--- config.mk ---
export PLATFORM = sky130hd
export DESIGN_NAME = max_pool_2x2
export DESIGN_NICKNAME = d
export VERILOG_FILES = /design/src/rtl/max_pool_2x2.sv
export SDC_FILE = /design/constraint.sdc
export NUM_CORES = 1
export LEC_CHECK = 0
export BUFFER_PORTS_ARGS = -buffer_cell sky130_fd_sc_hd__buf_4
export CAP_MARGIN = 40
export CORE_MARGIN = 4
export CORE_UTILIZATION = 30
export DETAILED_ROUTE_END_ITERATION = 10
export GPL_ROUTABILITY_DRIVEN = 1
export REMOVE_ABC_BUFFERS = 1
export SLEW_MARGIN = 20
export SYNTH_ARGS = -nofsm -noshare
export SYNTH_HDL_FRONTEND = slang
export SYNTH_SLANG_ARGS = --single-unit
--- constraint.sdc ---
create_clock -name clk -period 2.1 [get_ports clk]
set_clock_uncertainty 0.15 [all_clocks]
set_input_delay 0.42 -clock clk [delete_from_list [all_inputs] [get_ports clk]]
set_output_delay 0.42 -clock clk [all_outputs]
set_load 0.01 [all_outputs]
--- src/rtl/max_pool_2x2.sv ---
// Two-stage 2x2 signed max-pool: pairwise maxima in stage 1, final maximum and index in stage 2.
// Define MAX_POOL_RELU_EN to clamp negative results to zero (ReLU fused into pooling).
module max_pool_2x2 #(
  parameter int BITWIDTH = 8
) (
  input  logic                clk,
  input  logic                rst_n,
  input  logic                in_valid,
  input  logic [BITWIDTH-1:0] a,
  input  logic [BITWIDTH-1:0] b,
  input  logic [BITWIDTH-1:0] c,
  input  logic [BITWIDTH-1:0] d,
  output logic [BITWIDTH-1:0] max_number,
  output logic [1:0]          max_idx,
  output logic                out_valid
);

  logic [BITWIDTH-1:0] ab_q, cd_q;
  logic                ab_idx_q, cd_idx_q;
  logic                v1_q;

  logic                a_ge_b, c_ge_d, ab_ge_cd;
  logic [BITWIDTH-1:0] stage2_num;
  logic [1:0]          stage2_idx;

  // ">=" makes the lower index win every tie
  always_comb begin
    a_ge_b   = $signed(a) >= $signed(b);
    c_ge_d   = $signed(c) >= $signed(d);
    ab_ge_cd = $signed(ab_q) >= $signed(cd_q);
  end

  always_comb begin
    stage2_num = ab_ge_cd ? ab_q : cd_q;
    stage2_idx = ab_ge_cd ? {1'b0, ab_idx_q} : {1'b1, cd_idx_q};
`ifdef MAX_POOL_RELU_EN
    // index still reports the true winner even when the value is clamped
    if (stage2_num[BITWIDTH-1]) stage2_num = '0;
`endif
  end

  always_ff @(posedge clk or negedge rst_n) begin
    if (!rst_n) begin
      ab_q     <= '0;
      cd_q     <= '0;
      ab_idx_q <= 1'b0;
      cd_idx_q <= 1'b0;
      v1_q     <= 1'b0;
    end else begin
      v1_q <= in_valid;
      if (in_valid) begin
        ab_q     <= a_ge_b ? a : b;
        ab_idx_q <= ~a_ge_b;
        cd_q     <= c_ge_d ? c : d;
        cd_idx_q <= ~c_ge_d;
      end
    end
  end

  always_ff @(posedge clk or negedge rst_n) begin
    if (!rst_n) begin
      max_number <= '0;
      max_idx    <= '0;
      out_valid  <= 1'b0;
    end else begin
      out_valid <= v1_q;
      if (v1_q) begin
        max_number <= stage2_num;
        max_idx    <= stage2_idx;
      end
    end
  end

endmodule

==> metrics, run 1 <==
Leakage=1.34 nW; Mean Syn Cell Area=a little under 10 µm²; Finished Core Util=41.7%; port bufs=45; Final Cycle Share=between 90% and 100%; R2R Path Start=ab_q[7]; DRC Markers=0; initial antenna violation count=0; setup TNS=0 ps; Synth cell types=37; Main synth FF type=dfrtp_1; post-layout min period=2020 ps; Worst-Margin Slew=roughly 370 ps; vias per std cell=around 4.8; via count=1672; Die W=a little under 90 µm; status=finished clean; Tot GR Track Use=12.8%; Worst setup EP type=register; gpl congestion=0.753; wire per inst=13.0 µm; unrepaired setup endpoints after global routing=no; Critical path origin=ab_q[7]; leading area contributor after synthesis=dfrtp_1; total CTS buffers=5; worst hold margin=between 200 and 300 ps; clk slew on worst S/H paths=60 ps; maximum vdd drop=0.000435 V; first-pass GRT wire length=between 7000 and 8000 µm; initial DRC count=61; synth-to-layout area growth=35.5%; Initial Util=30.8%; Worst slew margin=75.2%; final setup fails=0; Detailed Place HPWL=between 3000 and 4000 µm; crit path launch type=register; Final Routed Wirelength=about 4500 µm; post-CTS setup buffers=0; core area=roughly 0.0063 mm²; Clock Latency Late Sink=around 280 ps; total gr overflow=0; die height=88.5 µm; max-cap viol count=0; root buf cell=clkbuf_8; Fmax achieved=slightly below 500 MHz; Clock Path Buffers=2; DRT Pass-1 Iters=4; Pins Over Slew Limit=0; Hold Fails Final Rpt=0; layout cells sized above 1=roughly a third; # nets final=between 300 and 400; Mapped Cells=198; Hold Crit Class=in2reg; crit path max fanout=10; Power Dens Cells=between 700 and 800 mW/mm²; cell with the most instances after synthesis=dfrtp_1; Required @ worst endpoint=2110 ps; CTS H-Tree Depth=2; largest cells by area after synthesis=dfrtp_1 (39%), ha_1 (15%), mux2i_1 (7.2%); critical path class=reg2reg; flops & latches, synth=30; asr flop ratio synth=100%; CP arrival=2030 ps; post-route ant nets=0; Ant. Diodes=0; largest net degree at the start of global routing=31; number of flops mapped to enable cells by yosys=0; I/O pins=46; top-area cell type share of the netlist area=a little under 40%; Die ar.=between 0.007 and 0.008 mm²; Mapped Area=slightly below 0.002 mm²; Seq/Total Area, Yosys=38.6%; vias in the first global route=1753; TritonCTS clock tree=done; Cell Rows=29; CTS sink count=30; total of warnings raised by yosys=0; synth cell count leaders=dfrtp_1 (30), inv_1 (29), ha_1 (24); hold wc startpoint=d[4]
==> placed cells by master, fill, tap and decap left out, types with 2 or more instances in the layout <==
cell      instances
or2_2             9
nor2_1           14
nand3_1           2
o21ai_0           4
inv_1            29
clkbuf_8          6
o21ai_1          11
buf_4            68
mux2i_1          14
o221a_1           9
nand2b_1          2
a31oi_1           8
nand4_1           4
dfrtp_1          30
ha_1             24
nand2_1           3
nor3b_1           3
a21oi_1           9
==> flip-flops by register name, summed over array words and instances (netlist names) <==
| register | flops |
|---|---|
| ab_q | 8 |
| cd_q | 8 |
| max_number | 8 |
| max_idx | 2 |
| ab_idx_q | 1 |
| cd_idx_q | 1 |
| out_valid | 1 |
| v1_q | 1 |
==> worst paths after layout <==
path	slack (ps)	depth (start not counted)	to
hold / removal	260	3	cd_q[4]
hold reg to reg	340	1	max_idx[1]
min in group asynchronous	450	2	out_valid
setup reg to reg	80	6	max_number[3]
max in group asynchronous	1080	2	cd_q[3]
setup / recovery	80	6	max_number[3]
==> final cells by class <==
type | instances | area (µm²)
repair buffers | 69 | 520
clock inverters | 1 | 5.00
flip-flops and latches | 30 | 751
well taps | 77 | 96.3
inverters | 30 | 113
fillers | 662 | 3680
clock buffers | 7 | 86.3
multi-input cells | 133 | 1060
==> repair_timing <==
action                                  in CTS  in global routing
endpoints found under the hold margin       30                  0
pin swaps                                    0                  1
hold buffers                                 1                  0
gates resized for setup                      1                  1
endpoints found under the setup margin       9                  7
==> metrics by stage <==
step | cell area (µm²) | cells | worst slack [ps] | power [W]
2_1_floorplan | 1920 | 193 | 137 | 0.00114
4_1_cts | 2630 | 347 | 86.5 | 0.00199
3_5_place_dp | 2530 | 338 | -76.7 | 0.00150
6_report | 2630 | 347 | 83.2 | 0.00197
5_1_grt | 2630 | 347 | 0.987 | 0.00211
3_3_place_gp | 2530 | 338 | -39.0 | 0.00149
==> cell families (layout without fill, tap and decap cells) <==
family | after synthesis | count (layout) | share of synthesized area, %
and+or+nand+nor | 42 | 42 | 12.1
DFF | 30 | 30 | 38.6
muxes | 14 | 14 | 7.21
adders and majority gates | 24 | 24 | 15.5
buffers and inverters | 35 | 107 | 6.89
AOI/OAI and AO/OA | 53 | 53 | 19.7
==> power by group <==
group | switching (W) | total [W] | internal (W)
Sequential | 0.0000673 | 0.000767 | 0.000700
Clock | 0.000212 | 0.000476 | 0.000264
Combinational | 0.000326 | 0.000722 | 0.000396
Total | 0.000606 | 0.00197 | 0.00136
==> per-layer routing <==
metal  share of wire, %  global-route usage (%)  routed length [µm]
met1                 43                    15.3                1930
met2                 51                    21.9                2290
met3                5.3                    4.56                 241
met4                1.2                    3.16                  55
met5                  0                       0                   0
==> worst max-delay path: stages (launching register included) <==
cell	delay, ps
dfrtp_1	390
ha_1	320
nand4_1	110
nor2_1	110
a21oi_1	90
or3b_4	480
o221a_1	260
No activity file was read; power rests on OpenSTA's default activity.
==> inputs of run 2 (changes only) <==
--- a/config.mk
+++ b/config.mk
@@ -8,9 +8,10 @@
 export BUFFER_PORTS_ARGS = -buffer_cell sky130_fd_sc_hd__buf_4
 export CAP_MARGIN = 40
 export CORE_MARGIN = 4
-export CORE_UTILIZATION = 30
+export CORE_UTILIZATION = 53
 export DETAILED_ROUTE_END_ITERATION = 10
 export GPL_ROUTABILITY_DRIVEN = 1
+export PLACE_DENSITY = 0.79
 export REMOVE_ABC_BUFFERS = 1
 export SLEW_MARGIN = 20
 export SYNTH_ARGS = -nofsm -noshare
==> run 2 against run 1 <==
Utilization is 34 points higher; power is 0.13% lower; clock power is 6.1% lower; die area is 40% lower; flip-flop and latch count stayed put; hold slack better by 5.5 ps; final area is 1.7% lower; wire length is 0.40% higher.
==> metrics, run 2 (synthesis gave the netlist of run 1 again) <==
crit path max fanout=5; pre-CTS setup slack=-95.6 ps; worst reg2reg path depth=6; die height=68.6 µm; Hold Crit Class=in2reg; register area=~750 µm²; total gr overflow=0; Die ar.=0.00470 mm²; post-layout min period=2030 ps; Leakage=1.33 nW; Post-Layout Cell Count=313; Tot GR Track Use=a little over a fifth; clk slew on worst S/H paths=approximately 60 ps; layout cells sized above 1=33.7%; initial DRC count=111; Worst slew margin=roughly 70%; Ant. Diodes=0; port bufs=45; Power Dens Cells=758 mW/mm²; total power=0.00196 W; crit path launch type=register; largest net degree at the start of global routing=31; TritonCTS clock tree=done; Placed Cells=305; Detailed Place HPWL=3560 µm; total CTS buffers=5; Initial Util=56.5%; core area=roughly 0.0034 mm²; Hold EP=cd_q[6]; via count=1759; Clock Latency Late Sink=280 ps; wire per inst=14.5 µm; gpl congestion=~0.75; post-route ant nets=0; setup slack after layout=between 60 and 70 ps; synth-to-layout area growth=33.3%; Pins Over Slew Limit=0; Worst setup EP type=register; hold wc startpoint=d[6]; initial antenna violation count=0; Cell Rows=21; critical path class=reg2reg; maximum vdd drop=0.000512 V; Fmax achieved=a little under 500 MHz; CTS H-Tree Depth=2; CP arrival=about 2000 ps; R2R Path Start=ab_q[5]; cell area after layout=0.00259 mm²; first-pass GRT wire length=7430 µm; worst hold path stage count=3; # nets final=327; Multi-input gate area=0.00108 mm²; max-cap viol count=0; root buf cell=clkbuf_8; Final Routed Wirelength=4530 µm; status=finished clean; vias per std cell=5.62; DRT Pass-1 Iters=4; Required @ worst endpoint=2100 ps; CTS sink count=30; Placed Area=~0.0025 mm²; vias in the first global route=1643; Worst R2R Setup Slack=slightly below 70 ps; fill count=254; final setup fails=0; most frequent cells in the layout=buf_4 (66), dfrtp_1 (30), inv_1 (29), ha_1 (24); DRC Markers=0; commonest non-fill, non-tap cell in the layout=buf_4; Finished Core Util=about 75%; Worst-Margin Slew=441 ps; Final Cycle Share=96.7%; Hold Fails Final Rpt=0; Top Registers=ab_q x8, cd_q x8, max_number x8; Die W=just under 70 µm; reg-to-reg critical path endpoint=max_number[0]; I/O pins=46; Clock Path Buffers=2
==> run 2: cell type report <==
cell class | count | area share, %
Multi-Input combinational cell | 134 | 41.7
Inverter | 30 | 4.35
Tap cell | 46 | 2.22
Sequential cell | 30 | 29.0
Clock buffer | 6 | 3.19
Timing Repair Buffer | 67 | 19.5
==> run 2: worst max-delay path, cell delays in order, from the launching register on <==
cell	delay [ps]
dfrtp_1	390
ha_1	300
a21oi_1	80
o211ai_1	210
a21oi_2	80
or3b_4	430
o221a_1	260
==> run 2: metrics by stage <==
stage,hold WS (ps),setup TNS [ps]
floorplan,-25.6,0
global placement,213,-274
detailed placement,217,-941
CTS,266,0
global route,273,-10.3
finish,263,0
==> run 2: power breakdown <==
part           switching, W  internal, W
Combinational      0.000343     0.000401
Sequential        0.0000720     0.000700
Clock              0.000195     0.000252
==> run 2: metal layers <==
metal / routed length (µm) / track usage [%] / vias to the layer above
met5: 0 / 0 / -
met4: 59 / 5.96 / 0
met3: 212 / 4.38 / 10
met2: 2300 / 36.4 / 46
met1: 1960 / 27.3 / 847
li1: - / - / 856
==> run 2: what timing repair did <==
item | in CTS | in global routing
pin swaps | 0 | 3
hold endpoints to repair | 30 | 0
endpoints found under the setup margin | 9 | 9
resized for setup | 1 | 3
hold buffers | 1 | 0
setup buffers | 0 | 0
gates cloned | 0 | 1
==> run 2: how the worst max path moves through the flow <==
stage,from,to,slack (ps),depth (start not counted)
final,ab_q[5],max_number[0],70,6
after global placement,c[5],cd_q[5],-30,7
after detailed placement,c[5],cd_q[2],-100,7
after floorplan,d[5],cd_q[1],140,7
after global routing,cd_q[7],max_number[0],-10,7
after CTS,cd_q[5],max_number[0],40,7
